--- src/rtl/tone_gen_if.sv ---
// -----------------------------------------------------------------------------
// tone_gen_if
// Bundles the request, configuration and sample-stream signals of tone_gen.
//   master : drives sample_en, ch_enable and the cfg_* write/select lines,
//            receives cfg_rdata, the output sample stream, busy and overrun.
//   slave  : the tone generator side (directions mirrored).
// Parameters must match the ones given to the tone_gen instance.
// -----------------------------------------------------------------------------
interface tone_gen_if #(
    parameter int CHANNELS = 2,
    parameter int PHASE_W  = 32,
    parameter int OUT_W    = 16
);
    localparam int CH_W = (CHANNELS > 1) ? $clog2(CHANNELS) : 1;

    logic                sample_en;
    logic                cfg_we;
    logic [CH_W-1:0]     cfg_ch;
    logic [1:0]          cfg_addr;
    logic [PHASE_W-1:0]  cfg_wdata;
    logic [PHASE_W-1:0]  cfg_rdata;
    logic [CHANNELS-1:0] ch_enable;
    logic                out_valid;
    logic [CH_W-1:0]     out_ch;
    logic [OUT_W-1:0]    out_data;
    logic                busy;
    logic                overrun;

    modport master (
        output sample_en, cfg_we, cfg_ch, cfg_addr, cfg_wdata, ch_enable,
        input  cfg_rdata, out_valid, out_ch, out_data, busy, overrun
    );

    modport slave (
        input  sample_en, cfg_we, cfg_ch, cfg_addr, cfg_wdata, ch_enable,
        output cfg_rdata, out_valid, out_ch, out_data, busy, overrun
    );
endinterface

--- src/rtl/tone_gen.sv ---
// -----------------------------------------------------------------------------
// tone_gen
// Multi-channel sine tone generator built on a quarter-wave lookup table.
// A sample_en pulse starts a burst that walks the channels in ascending
// order, one per cycle, through a three-stage pipeline:
//   stage 1 : quadrant/index from the channel phase, table read issued,
//             phase advanced and optional frequency sweep applied
//   stage 2 : registered table value available, sign applied, amplitude
//             scaling computed
//   stage 3 : registered sample on out_data/out_ch with out_valid
// Ports:
//   clk   - single clock, rising edge
//   reset - synchronous, active high
//   bus   - tone_gen_if.slave: sample_en, ch_enable, cfg_* register port
//           (registered readback), out_valid/out_ch/out_data, busy, overrun
// -----------------------------------------------------------------------------
module tone_gen #(
    parameter int CHANNELS = 2,
    parameter int PHASE_W  = 32,
    parameter int OUT_W    = 16,
    parameter int LUT_AW   = 8
) (
    input  logic        clk,
    input  logic        reset,
    tone_gen_if.slave   bus
);
    localparam int              CH_W    = (CHANNELS > 1) ? $clog2(CHANNELS) : 1;
    localparam int              LUT_N   = 1 << LUT_AW;
    localparam int              PROD_W  = OUT_W + 18;
    localparam logic [CH_W-1:0] LAST_CH = CH_W'(CHANNELS - 1);

    // Quarter-wave entry k = round((2^(OUT_W-1)-1) * sin(pi/2*(k+0.5)/LUT_N)).
    // The half-step offset keeps the table symmetric so the other three
    // quadrants are pure index inversion and negation.
    function automatic logic [OUT_W-1:0] lut_entry(input int k);
        real x;
        real term;
        real sum;
        real peak;
        x    = 3.14159265358979323846 / 2.0 * (real'(k) + 0.5) / real'(LUT_N);
        term = x;
        sum  = x;
        for (int n = 1; n < 12; n++) begin
            term = -term * x * x / real'((2 * n) * (2 * n + 1));
            sum  = sum + term;
        end
        peak = (2.0 ** (OUT_W - 1) - 1.0) * sum;
        return OUT_W'(int'(peak));
    endfunction

    // Read views of the per-channel register files
    logic [LUT_AW+1:0]  top_arr  [CHANNELS];
    logic [PHASE_W-1:0] inc_arr  [CHANNELS];
    logic [15:0]        amp_arr  [CHANNELS];
    logic [PHASE_W-1:0] step_arr [CHANNELS];
    logic [PHASE_W-1:0] end_arr  [CHANNELS];

    // Sine table (read through a registered port)
    logic [OUT_W-1:0]   lut_rom  [LUT_N];

    // Burst sequencing
    logic               busy_q, busy_d;
    logic               overrun_q, overrun_d;
    logic               s1_active_q, s1_active_d;
    logic [CH_W-1:0]    s1_ch_q, s1_ch_d;
    logic               accept;

    // Stage 1 decode
    logic [LUT_AW+1:0]  s1_top;
    logic [1:0]         s1_quad;
    logic [LUT_AW-1:0]  s1_idx;
    logic [15:0]        s1_amp;
    logic [15:0]        s1_amp_c;
    logic               s1_en;

    // Stage 2 registers
    logic               s2_valid_q;
    logic [CH_W-1:0]    s2_ch_q;
    logic               s2_neg_q;
    logic               s2_en_q;
    logic [15:0]        s2_amp_q;
    logic [OUT_W-1:0]   lut_q;

    // Stage 2 arithmetic
    logic signed [OUT_W-1:0]  s3_sample;
    logic signed [PROD_W-1:0] s3_prod;
    logic [OUT_W-1:0]         s3_data;

    // Output registers
    logic               out_valid_q;
    logic [CH_W-1:0]    out_ch_q;
    logic [OUT_W-1:0]   out_data_q;
    logic [PHASE_W-1:0] cfg_rdata_q, cfg_rdata_d;

    genvar gi;

    generate
        for (gi = 0; gi < LUT_N; gi++) begin : g_lut
            assign lut_rom[gi] = lut_entry(gi);
        end
    endgenerate

    // -------------------------------------------------------------------------
    // Per-channel register files: phase, inc, amp, sweep_step, sweep_end
    // -------------------------------------------------------------------------
    generate
        for (gi = 0; gi < CHANNELS; gi++) begin : g_ch
            logic [PHASE_W-1:0] phase_q;
            logic [PHASE_W-1:0] inc_q;
            logic [15:0]        amp_q;
            logic [PHASE_W-1:0] step_q;
            logic [PHASE_W-1:0] end_q;
            logic [PHASE_W:0]   sweep_sum;
            logic [PHASE_W-1:0] sweep_inc;
            logic               s1_hit;
            logic               wr_hit;

            assign s1_hit    = s1_active_q && (s1_ch_q == CH_W'(gi));
            assign wr_hit    = bus.cfg_we && (bus.cfg_ch == CH_W'(gi));
            assign sweep_sum = {1'b0, inc_q} + {1'b0, step_q};

            // Sweep only moves inc toward sweep_end; a carry out of the add
            // means the true sum is beyond any representable end value.
            always_comb begin
                sweep_inc = inc_q;
                if ((step_q != '0) && (inc_q < end_q)) begin
                    if (sweep_sum[PHASE_W] || (sweep_sum[PHASE_W-1:0] > end_q)) begin
                        sweep_inc = end_q;
                    end else begin
                        sweep_inc = sweep_sum[PHASE_W-1:0];
                    end
                end
            end

            always_ff @(posedge clk) begin
                if (reset) begin
                    phase_q <= '0;
                    inc_q   <= '0;
                    amp_q   <= '0;
                    step_q  <= '0;
                    end_q   <= '0;
                end else begin
                    // A disabled channel restarts from phase 0 when re-enabled
                    if (s1_hit) begin
                        phase_q <= bus.ch_enable[gi] ? (phase_q + inc_q) : '0;
                    end
                    // A host write to inc overrides the sweep in the same cycle
                    if (wr_hit && (bus.cfg_addr == 2'd0)) begin
                        inc_q <= bus.cfg_wdata;
                    end else if (s1_hit && bus.ch_enable[gi]) begin
                        inc_q <= sweep_inc;
                    end
                    if (wr_hit && (bus.cfg_addr == 2'd1)) begin
                        amp_q <= bus.cfg_wdata[15:0];
                    end
                    if (wr_hit && (bus.cfg_addr == 2'd2)) begin
                        step_q <= bus.cfg_wdata;
                    end
                    if (wr_hit && (bus.cfg_addr == 2'd3)) begin
                        end_q <= bus.cfg_wdata;
                    end
                end
            end

            assign top_arr[gi]  = phase_q[PHASE_W-1 -: LUT_AW+2];
            assign inc_arr[gi]  = inc_q;
            assign amp_arr[gi]  = amp_q;
            assign step_arr[gi] = step_q;
            assign end_arr[gi]  = end_q;
        end
    endgenerate

    // -------------------------------------------------------------------------
    // Burst sequencing
    // -------------------------------------------------------------------------
    assign accept = bus.sample_en && !busy_q;

    always_comb begin
        s1_active_d = s1_active_q;
        s1_ch_d     = s1_ch_q;
        busy_d      = busy_q;
        overrun_d   = overrun_q | (bus.sample_en & busy_q);

        if (accept) begin
            s1_active_d = 1'b1;
            s1_ch_d     = '0;
            busy_d      = 1'b1;
        end else begin
            if (s1_active_q) begin
                if (s1_ch_q == LAST_CH) begin
                    s1_active_d = 1'b0;
                end else begin
                    s1_ch_d = s1_ch_q + CH_W'(1);
                end
            end
            // busy covers the cycle of the last sample, then drops
            if (out_valid_q && (out_ch_q == LAST_CH)) begin
                busy_d = 1'b0;
            end
        end
    end

    // -------------------------------------------------------------------------
    // Stage 1: quadrant folding into the quarter-wave table
    // -------------------------------------------------------------------------
    assign s1_top   = top_arr[s1_ch_q];
    assign s1_quad  = s1_top[LUT_AW+1 -: 2];
    assign s1_idx   = s1_quad[0] ? ~s1_top[LUT_AW-1:0] : s1_top[LUT_AW-1:0];
    assign s1_amp   = amp_arr[s1_ch_q];
    assign s1_amp_c = (s1_amp > 16'h8000) ? 16'h8000 : s1_amp;
    assign s1_en    = bus.ch_enable[s1_ch_q];

    always_ff @(posedge clk) begin
        lut_q <= lut_rom[s1_idx];
    end

    // -------------------------------------------------------------------------
    // Stage 2: sign and amplitude. Amplitude is at most 2^15, so the shifted
    // product always fits back into OUT_W bits.
    // -------------------------------------------------------------------------
    assign s3_sample = s2_neg_q ? -$signed(lut_q) : $signed(lut_q);
    assign s3_prod   = PROD_W'(s3_sample) * PROD_W'($signed({2'b00, s2_amp_q}));
    assign s3_data   = s2_en_q ? OUT_W'(s3_prod >>> 15) : '0;

    // -------------------------------------------------------------------------
    // Config readback mux
    // -------------------------------------------------------------------------
    always_comb begin
        cfg_rdata_d = '0;
        if (int'(bus.cfg_ch) < CHANNELS) begin
            case (bus.cfg_addr)
                2'd0:    cfg_rdata_d = inc_arr[bus.cfg_ch];
                2'd1:    cfg_rdata_d = PHASE_W'(amp_arr[bus.cfg_ch]);
                2'd2:    cfg_rdata_d = step_arr[bus.cfg_ch];
                default: cfg_rdata_d = end_arr[bus.cfg_ch];
            endcase
        end
    end

    // -------------------------------------------------------------------------
    // Pipeline and status registers
    // -------------------------------------------------------------------------
    always_ff @(posedge clk) begin
        if (reset) begin
            busy_q      <= 1'b0;
            overrun_q   <= 1'b0;
            s1_active_q <= 1'b0;
            s1_ch_q     <= '0;
            s2_valid_q  <= 1'b0;
            s2_ch_q     <= '0;
            s2_neg_q    <= 1'b0;
            s2_en_q     <= 1'b0;
            s2_amp_q    <= '0;
            out_valid_q <= 1'b0;
            out_ch_q    <= '0;
            out_data_q  <= '0;
            cfg_rdata_q <= '0;
        end else begin
            busy_q      <= busy_d;
            overrun_q   <= overrun_d;
            s1_active_q <= s1_active_d;
            s1_ch_q     <= s1_ch_d;
            s2_valid_q  <= s1_active_q;
            s2_ch_q     <= s1_ch_q;
            s2_neg_q    <= s1_quad[1];
            s2_en_q     <= s1_en;
            s2_amp_q    <= s1_amp_c;
            out_valid_q <= s2_valid_q;
            out_ch_q    <= s2_valid_q ? s2_ch_q : '0;
            out_data_q  <= s2_valid_q ? s3_data : '0;
            cfg_rdata_q <= cfg_rdata_d;
        end
    end

    assign bus.busy      = busy_q;
    assign bus.overrun   = overrun_q;
    assign bus.out_valid = out_valid_q;
    assign bus.out_ch    = out_ch_q;
    assign bus.out_data  = out_data_q;
    assign bus.cfg_rdata = cfg_rdata_q;
endmodule

--- src/flat_wrapper.sv ---
// flat-port wrapper written by rule: the top's interface ports become plain ports
module tone_gen_flat 
#(
    parameter int CHANNELS = 2,
    parameter int PHASE_W  = 32,
    parameter int OUT_W    = 16,
    parameter int LUT_AW   = 8
)
  (clk, reset, bus_sample_en, bus_cfg_we, bus_cfg_ch, bus_cfg_addr, bus_cfg_wdata, bus_ch_enable, bus_cfg_rdata, bus_out_valid, bus_out_ch, bus_out_data, bus_busy, bus_overrun);
  tone_gen_if #(.CHANNELS(CHANNELS), .PHASE_W(PHASE_W), .OUT_W(OUT_W)) bus_i ();
  input  logic clk;
  input  logic reset;
  input wire logic [$bits(bus_i.sample_en)-1:0] bus_sample_en;
  input wire logic [$bits(bus_i.cfg_we)-1:0] bus_cfg_we;
  input wire logic [$bits(bus_i.cfg_ch)-1:0] bus_cfg_ch;
  input wire logic [$bits(bus_i.cfg_addr)-1:0] bus_cfg_addr;
  input wire logic [$bits(bus_i.cfg_wdata)-1:0] bus_cfg_wdata;
  input wire logic [$bits(bus_i.ch_enable)-1:0] bus_ch_enable;
  output wire logic [$bits(bus_i.cfg_rdata)-1:0] bus_cfg_rdata;
  output wire logic [$bits(bus_i.out_valid)-1:0] bus_out_valid;
  output wire logic [$bits(bus_i.out_ch)-1:0] bus_out_ch;
  output wire logic [$bits(bus_i.out_data)-1:0] bus_out_data;
  output wire logic [$bits(bus_i.busy)-1:0] bus_busy;
  output wire logic [$bits(bus_i.overrun)-1:0] bus_overrun;
  assign bus_i.sample_en = bus_sample_en;
  assign bus_i.cfg_we = bus_cfg_we;
  assign bus_i.cfg_ch = bus_cfg_ch;
  assign bus_i.cfg_addr = bus_cfg_addr;
  assign bus_i.cfg_wdata = bus_cfg_wdata;
  assign bus_i.ch_enable = bus_ch_enable;
  assign bus_cfg_rdata = bus_i.cfg_rdata;
  assign bus_out_valid = bus_i.out_valid;
  assign bus_out_ch = bus_i.out_ch;
  assign bus_out_data = bus_i.out_data;
  assign bus_busy = bus_i.busy;
  assign bus_overrun = bus_i.overrun;
  tone_gen #(.CHANNELS(CHANNELS), .PHASE_W(PHASE_W), .OUT_W(OUT_W), .LUT_AW(LUT_AW)) u_core (.clk(clk), .reset(reset), .bus(bus_i));
endmodule
--- config.mk ---
export PLATFORM = sky130hd
export DESIGN_NAME = tone_gen_flat
export DESIGN_NICKNAME = d
export VERILOG_FILES = /design/src/rtl/tone_gen_if.sv /design/src/rtl/tone_gen.sv /design/src/flat_wrapper.sv
export SDC_FILE = /design/constraint.sdc
export NUM_CORES = 2
export LEC_CHECK = 0
export BUFFER_PORTS_ARGS = -buffer_cell sky130_fd_sc_hd__buf_2
export CAP_MARGIN = 20
export CORE_ASPECT_RATIO = 0.5
export CORE_MARGIN = 2
export CORE_UTILIZATION = 56
export DETAILED_ROUTE_END_ITERATION = 6
export GPL_TIMING_DRIVEN = 0
export PLACE_DENSITY = 0.71
export SLEW_MARGIN = 20
export SYNTH_ARGS = -nofsm -noshare
export SYNTH_HDL_FRONTEND = slang
export SYNTH_SLANG_ARGS = --single-unit
--- constraint.sdc ---
create_clock -name clk -period 10.4 [get_ports clk]
set_clock_uncertainty 0.2 [all_clocks]
set_input_delay 1.56 -clock clk [delete_from_list [all_inputs] [get_ports clk]]
set_output_delay 1.56 -clock clk [all_outputs]
set_load 0.01 [all_outputs]
==> run summary <==
The clock passes through at most 3 buffers. The congestion estimate from routability-driven global placement came to 1.13. The share of synthesized area occupied by flip-flops and latches is 20.5%. For the final routed wirelength across all metal layers, the log shows 147000 um. Buffers inserted during clock tree synthesis total 38.

For the standard cell core area, the log shows 65000 um2. For the layout net count, the log shows 5361. During I/O placement, the number of pins put on the boundary was 93. For this design the static power due to leakage is 0.0173 uW. After technology mapping, the gate count stands at 4627. In this run the cell area measured after placement is 38400 um2. The top fanout value on the critical path works out to 10. Buffers added to address setup during post-CTS repair amount to 0.

Headroom to the max-slew limit came out at 14.0%. The final reports fail on DRC. The ratio of final minimum period to clock period came out at 85.2%.

The endpoint of the worst register-to-register path was u_core.bus.out_data[15]$_SDFF_PP0_. After the flow finishes, the layout carries non-filler instances totaling 5660. For this design, the CTS-stage hold fixing added 0 buffers. Using the TritonRoute via totals, the vias-per-cell ratio works out to 6.62.

The DRC violation total after the first TritonRoute iteration is 4726. The initial utilization of the core area, before any placement, comes to 56.6%. The layout overhead on the synthesized area is 7.77%, and the routed length per instance is 25.9 um. Clock tree synthesis selected as its root buffer the cell clkbuf_16. The worst setup path is captured at a flop. Power comes to 3910 uW. The clock latency on the worst-skew pair was 0.60 ns. The critical path in this run is classified as flop to flop. In this run the biggest area consumer among cell types represents 20.5% of the synthesized area. The largest individual stage delay along the critical path comes from the cell xor2_1.

The setup check on the worst reg-to-reg path leaves a slack of 1.54 ns. The first global-routing pass estimated 219000 um of wire. Clock-pin slew was measured on the worst setup and hold paths at 0.07 ns.

Count of maximum capacitance violations: 0. The post-route netlist has 6.24% of its cells at a drive strength greater than 1. The detail route stage leaves a number of antenna-violating nets equal to 0.

The estimated wirelength of the detail-placed design is 115000 um. Cell type with the largest total area after synthesis: dfxtp_1. The tools report the number of rows in the core area as 66. Startpoint of the lowest-slack register-to-register path: u_core.lut_q[0]$_DFF_P_.

Ranked by total cell area, the synthesized netlist is headed by dfxtp_1 21%, ha_1 13%, fa_1 11%. Entering global routing, the biggest net connects 17 pins. The flow ran to the end, but the final reports show violations.

Net switching is 33.1% of the power. Worst setup path startpoint: u_core.lut_q[0]$_DFF_P_. TritonCTS built the clock tree. For the worst setup path, the data required time is 10.65 ns. The share of total power dissipated in sequential elements is 39.2%.

The most common cell in the synthesized netlist is nand2_1. Setup violations remaining at the end of the flow were counted as 0. For this run, asynchronously set or reset flops after synthesis account for 0%.

The run gives 7 as the length of the first detailed-routing pass in iterations. The tools report the total die area as 67900 um2. The number of register bits inferred by synthesis is 377. The number of antenna violations at the first check in global routing is 2. The floorplan step set the die width to 367 um. Among the stages of the critical path, the cell type that occurs most often is fa_1. The y dimension of the die works out to 185 um. The worst setup path is launched from a flop. The commonest cells after synthesis are 659 x nand2_1, 461 x a21oi_1, 378 x ha_1. Global routing used 42.4% of the available tracks. The tools report the via count of the first global-routing pass as 36300. The worst path needs 8.86 ns of the cycle, external delays included.

In the routed design, unresolved DRC markers number 8. The setup total negative slack is 0 ns. In this run the tool buffered the top-level ports with 75 buffer cells. The peak per-stage delay on the critical path came out at 0.74 ns. Final-report max-slew violation count: 0. The number of gates resized after CTS came out at 0. The run gives 0 as the hold violation count in the final report. Count of flip-flops with a built-in enable after synthesis: 0. The worst min-delay path category was flop to flop. The internal portion of the total power is 2610 uW.

At the worst endpoint, the arrival time is 9.12 ns. The final cell area excluding filler cells was 39700 um2. The maximum vdd ir drop is 0.0992 mV. Setup repair after global routing left no endpoint under its margin. Placed instance count: 5589.

Static timing analysis puts the maximum clock frequency at 113 MHz. CTS built an H-tree with a depth of 2. During synthesis, Yosys emitted a total of 0 warnings. Per report_power, the combinational group accounts for 22.1% of the total. The most common flop cell mapped by yosys was dfxtp_1. Synthesized area per cell: 7.96 um2. The share of power burned in the clock network was 38.7%. In this run the power density over the cells is 98.6 nW/um2.

The run gives 36800 um2 as the summed instance area of the synthesized netlist. The total vias in the final route was 37500; the aggregate global routing overflow was 0. In this run the power spent charging and discharging nets is 1300 uW. The total clock sinks is 377, and the number of nets produced by synthesis is 5243. Counting distinct cell types in the post-synthesis netlist gives 85. The transition at the pin with the smallest max-transition slack was 1.29 ns. The destination of the critical timing path is u_core.bus.out_data[15]$_SDFF_PP0_. The number of cells on the worst reg-to-reg path works out to 29.
area by class of cell:
class                           instances  area [um2]
Inverter                              335        1260
Timing Repair Buffer                   78         422
Clock buffer                           46        1010
Multi-Input combinational cell       3631       26900
Sequential cell                       377        7550
Antenna cell                            2        5.00
Tap cell                              884        1110
Fill cell                            5761       25300
Buffer                                284        1130
Clock inverter                         23         298
worst max-delay path, delay by kind of cell (launching register included):
kind                       cells  cell delay [ns]
adders and majority gates      8             3.56
AOI/OAI and AO/OA              8             1.87
buffers and inverters          7             1.15
xor gates and xnor gates       2             0.90
and+or+nand+nor                4             0.54
DFF                            1             0.49
placed cells by master, fill, tap and decap left out, drive strengths merged, types with 44 or more instances in the layout:
cell	Yosys	routed
buf	49	127
nand3	91	91
xnor2	110	110
mux2i	93	93
a211oi	51	51
fa	197	197
and3	57	57
nor2b	65	65
a21o	74	74
clkbuf	235	281
nor2	303	303
mux4	44	44
nand2	659	659
inv	334	337
nor3	61	61
xor2	49	49
dfxtp	377	377
a21oi	461	461
and2	91	91
o21ai	242	242
ha	378	378
worst min path at each step:
stage                                          from                           end  slack (ns)  depth (start not counted)
after floorplan           u_core.s2_ch_q$_SDFF_PP0_  u_core.bus.out_ch$_SDFF_PP0_        0.21                          1
after global placement    u_core.s2_ch_q$_SDFF_PP0_  u_core.bus.out_ch$_SDFF_PP0_        0.21                          1
after detailed placement  u_core.s2_ch_q$_SDFF_PP0_  u_core.bus.out_ch$_SDFF_PP0_        0.22                          1
after CTS                 u_core.s2_ch_q$_SDFF_PP0_  u_core.bus.out_ch$_SDFF_PP0_        0.23                          1
after global routing      u_core.s2_ch_q$_SDFF_PP0_  u_core.bus.out_ch$_SDFF_PP0_        0.28                          1
final                     u_core.s2_ch_q$_SDFF_PP0_  u_core.bus.out_ch$_SDFF_PP0_        0.23                          1
sequential cells by signal, indices dropped and copies added, names as in the netlist:
signal and count:
u_core.bus.out_valid 1, u_core.g_ch.inc_q 64, u_core.s1_active_q 1, u_core.g_ch.end_q 64, u_core.s2_neg_q 1, u_core.s2_valid_q 1, u_core.lut_q 15, u_core.bus.out_data 16
u_core.g_ch.amp_q 32, u_core.g_ch.step_q 64, u_core.s2_amp_q 16, u_core.bus.out_ch 1, u_core.g_ch.phase_q 64, u_core.bus.busy 1, u_core.bus.overrun 1, u_core.bus.cfg_rdata 32
u_core.s2_en_q 1, u_core.s2_ch_q 1, u_core.s1_ch_q 1
per-layer routing:
layer  wire [um]  vias to the layer above  GRT usage [%]
met5          37                        -          0.214
met4        8610                        4           22.5
met3       20400                      565           13.8
met2       61500                     2560           64.4
met1       56300                    17800           53.6
li1            -                    16500              -
power by group through the flow:
stage	combinational, uW	sequential [uW]	clock [uW]
finish	865	1530	1510
global route	923	1530	1560
CTS	839	1530	1500
detailed placement	833	1560	0
global placement	816	1560	0
floorplan	579	1540	0
through the flow:
step                setup WS, ns  utilization, %  hold slack, ns
global route                1.10            61.0           0.282
detailed placement          1.67            59.0           0.217
finish                      1.54            61.0           0.235
floorplan                   3.21               -           0.206
CTS                         1.67            61.0           0.230
global placement            1.84            58.9           0.209
logic make-up (layout without fill, tap and decap cells):
logic type,Yosys count,after routing,synth area share (%)
AND/OR/NAND/NOR,1489,1489,18.5
AO/OA/AOI/OAI,1250,1250,21.4
buffers and inverters,619,766,6.48
adder cells (fa/ha/maj),575,575,23.6
flip-flops,377,377,20.5
XOR/XNOR,159,159,3.78
multiplexers,158,158,5.86
other,0,2,0
Power figures use the tool's default switching activity.
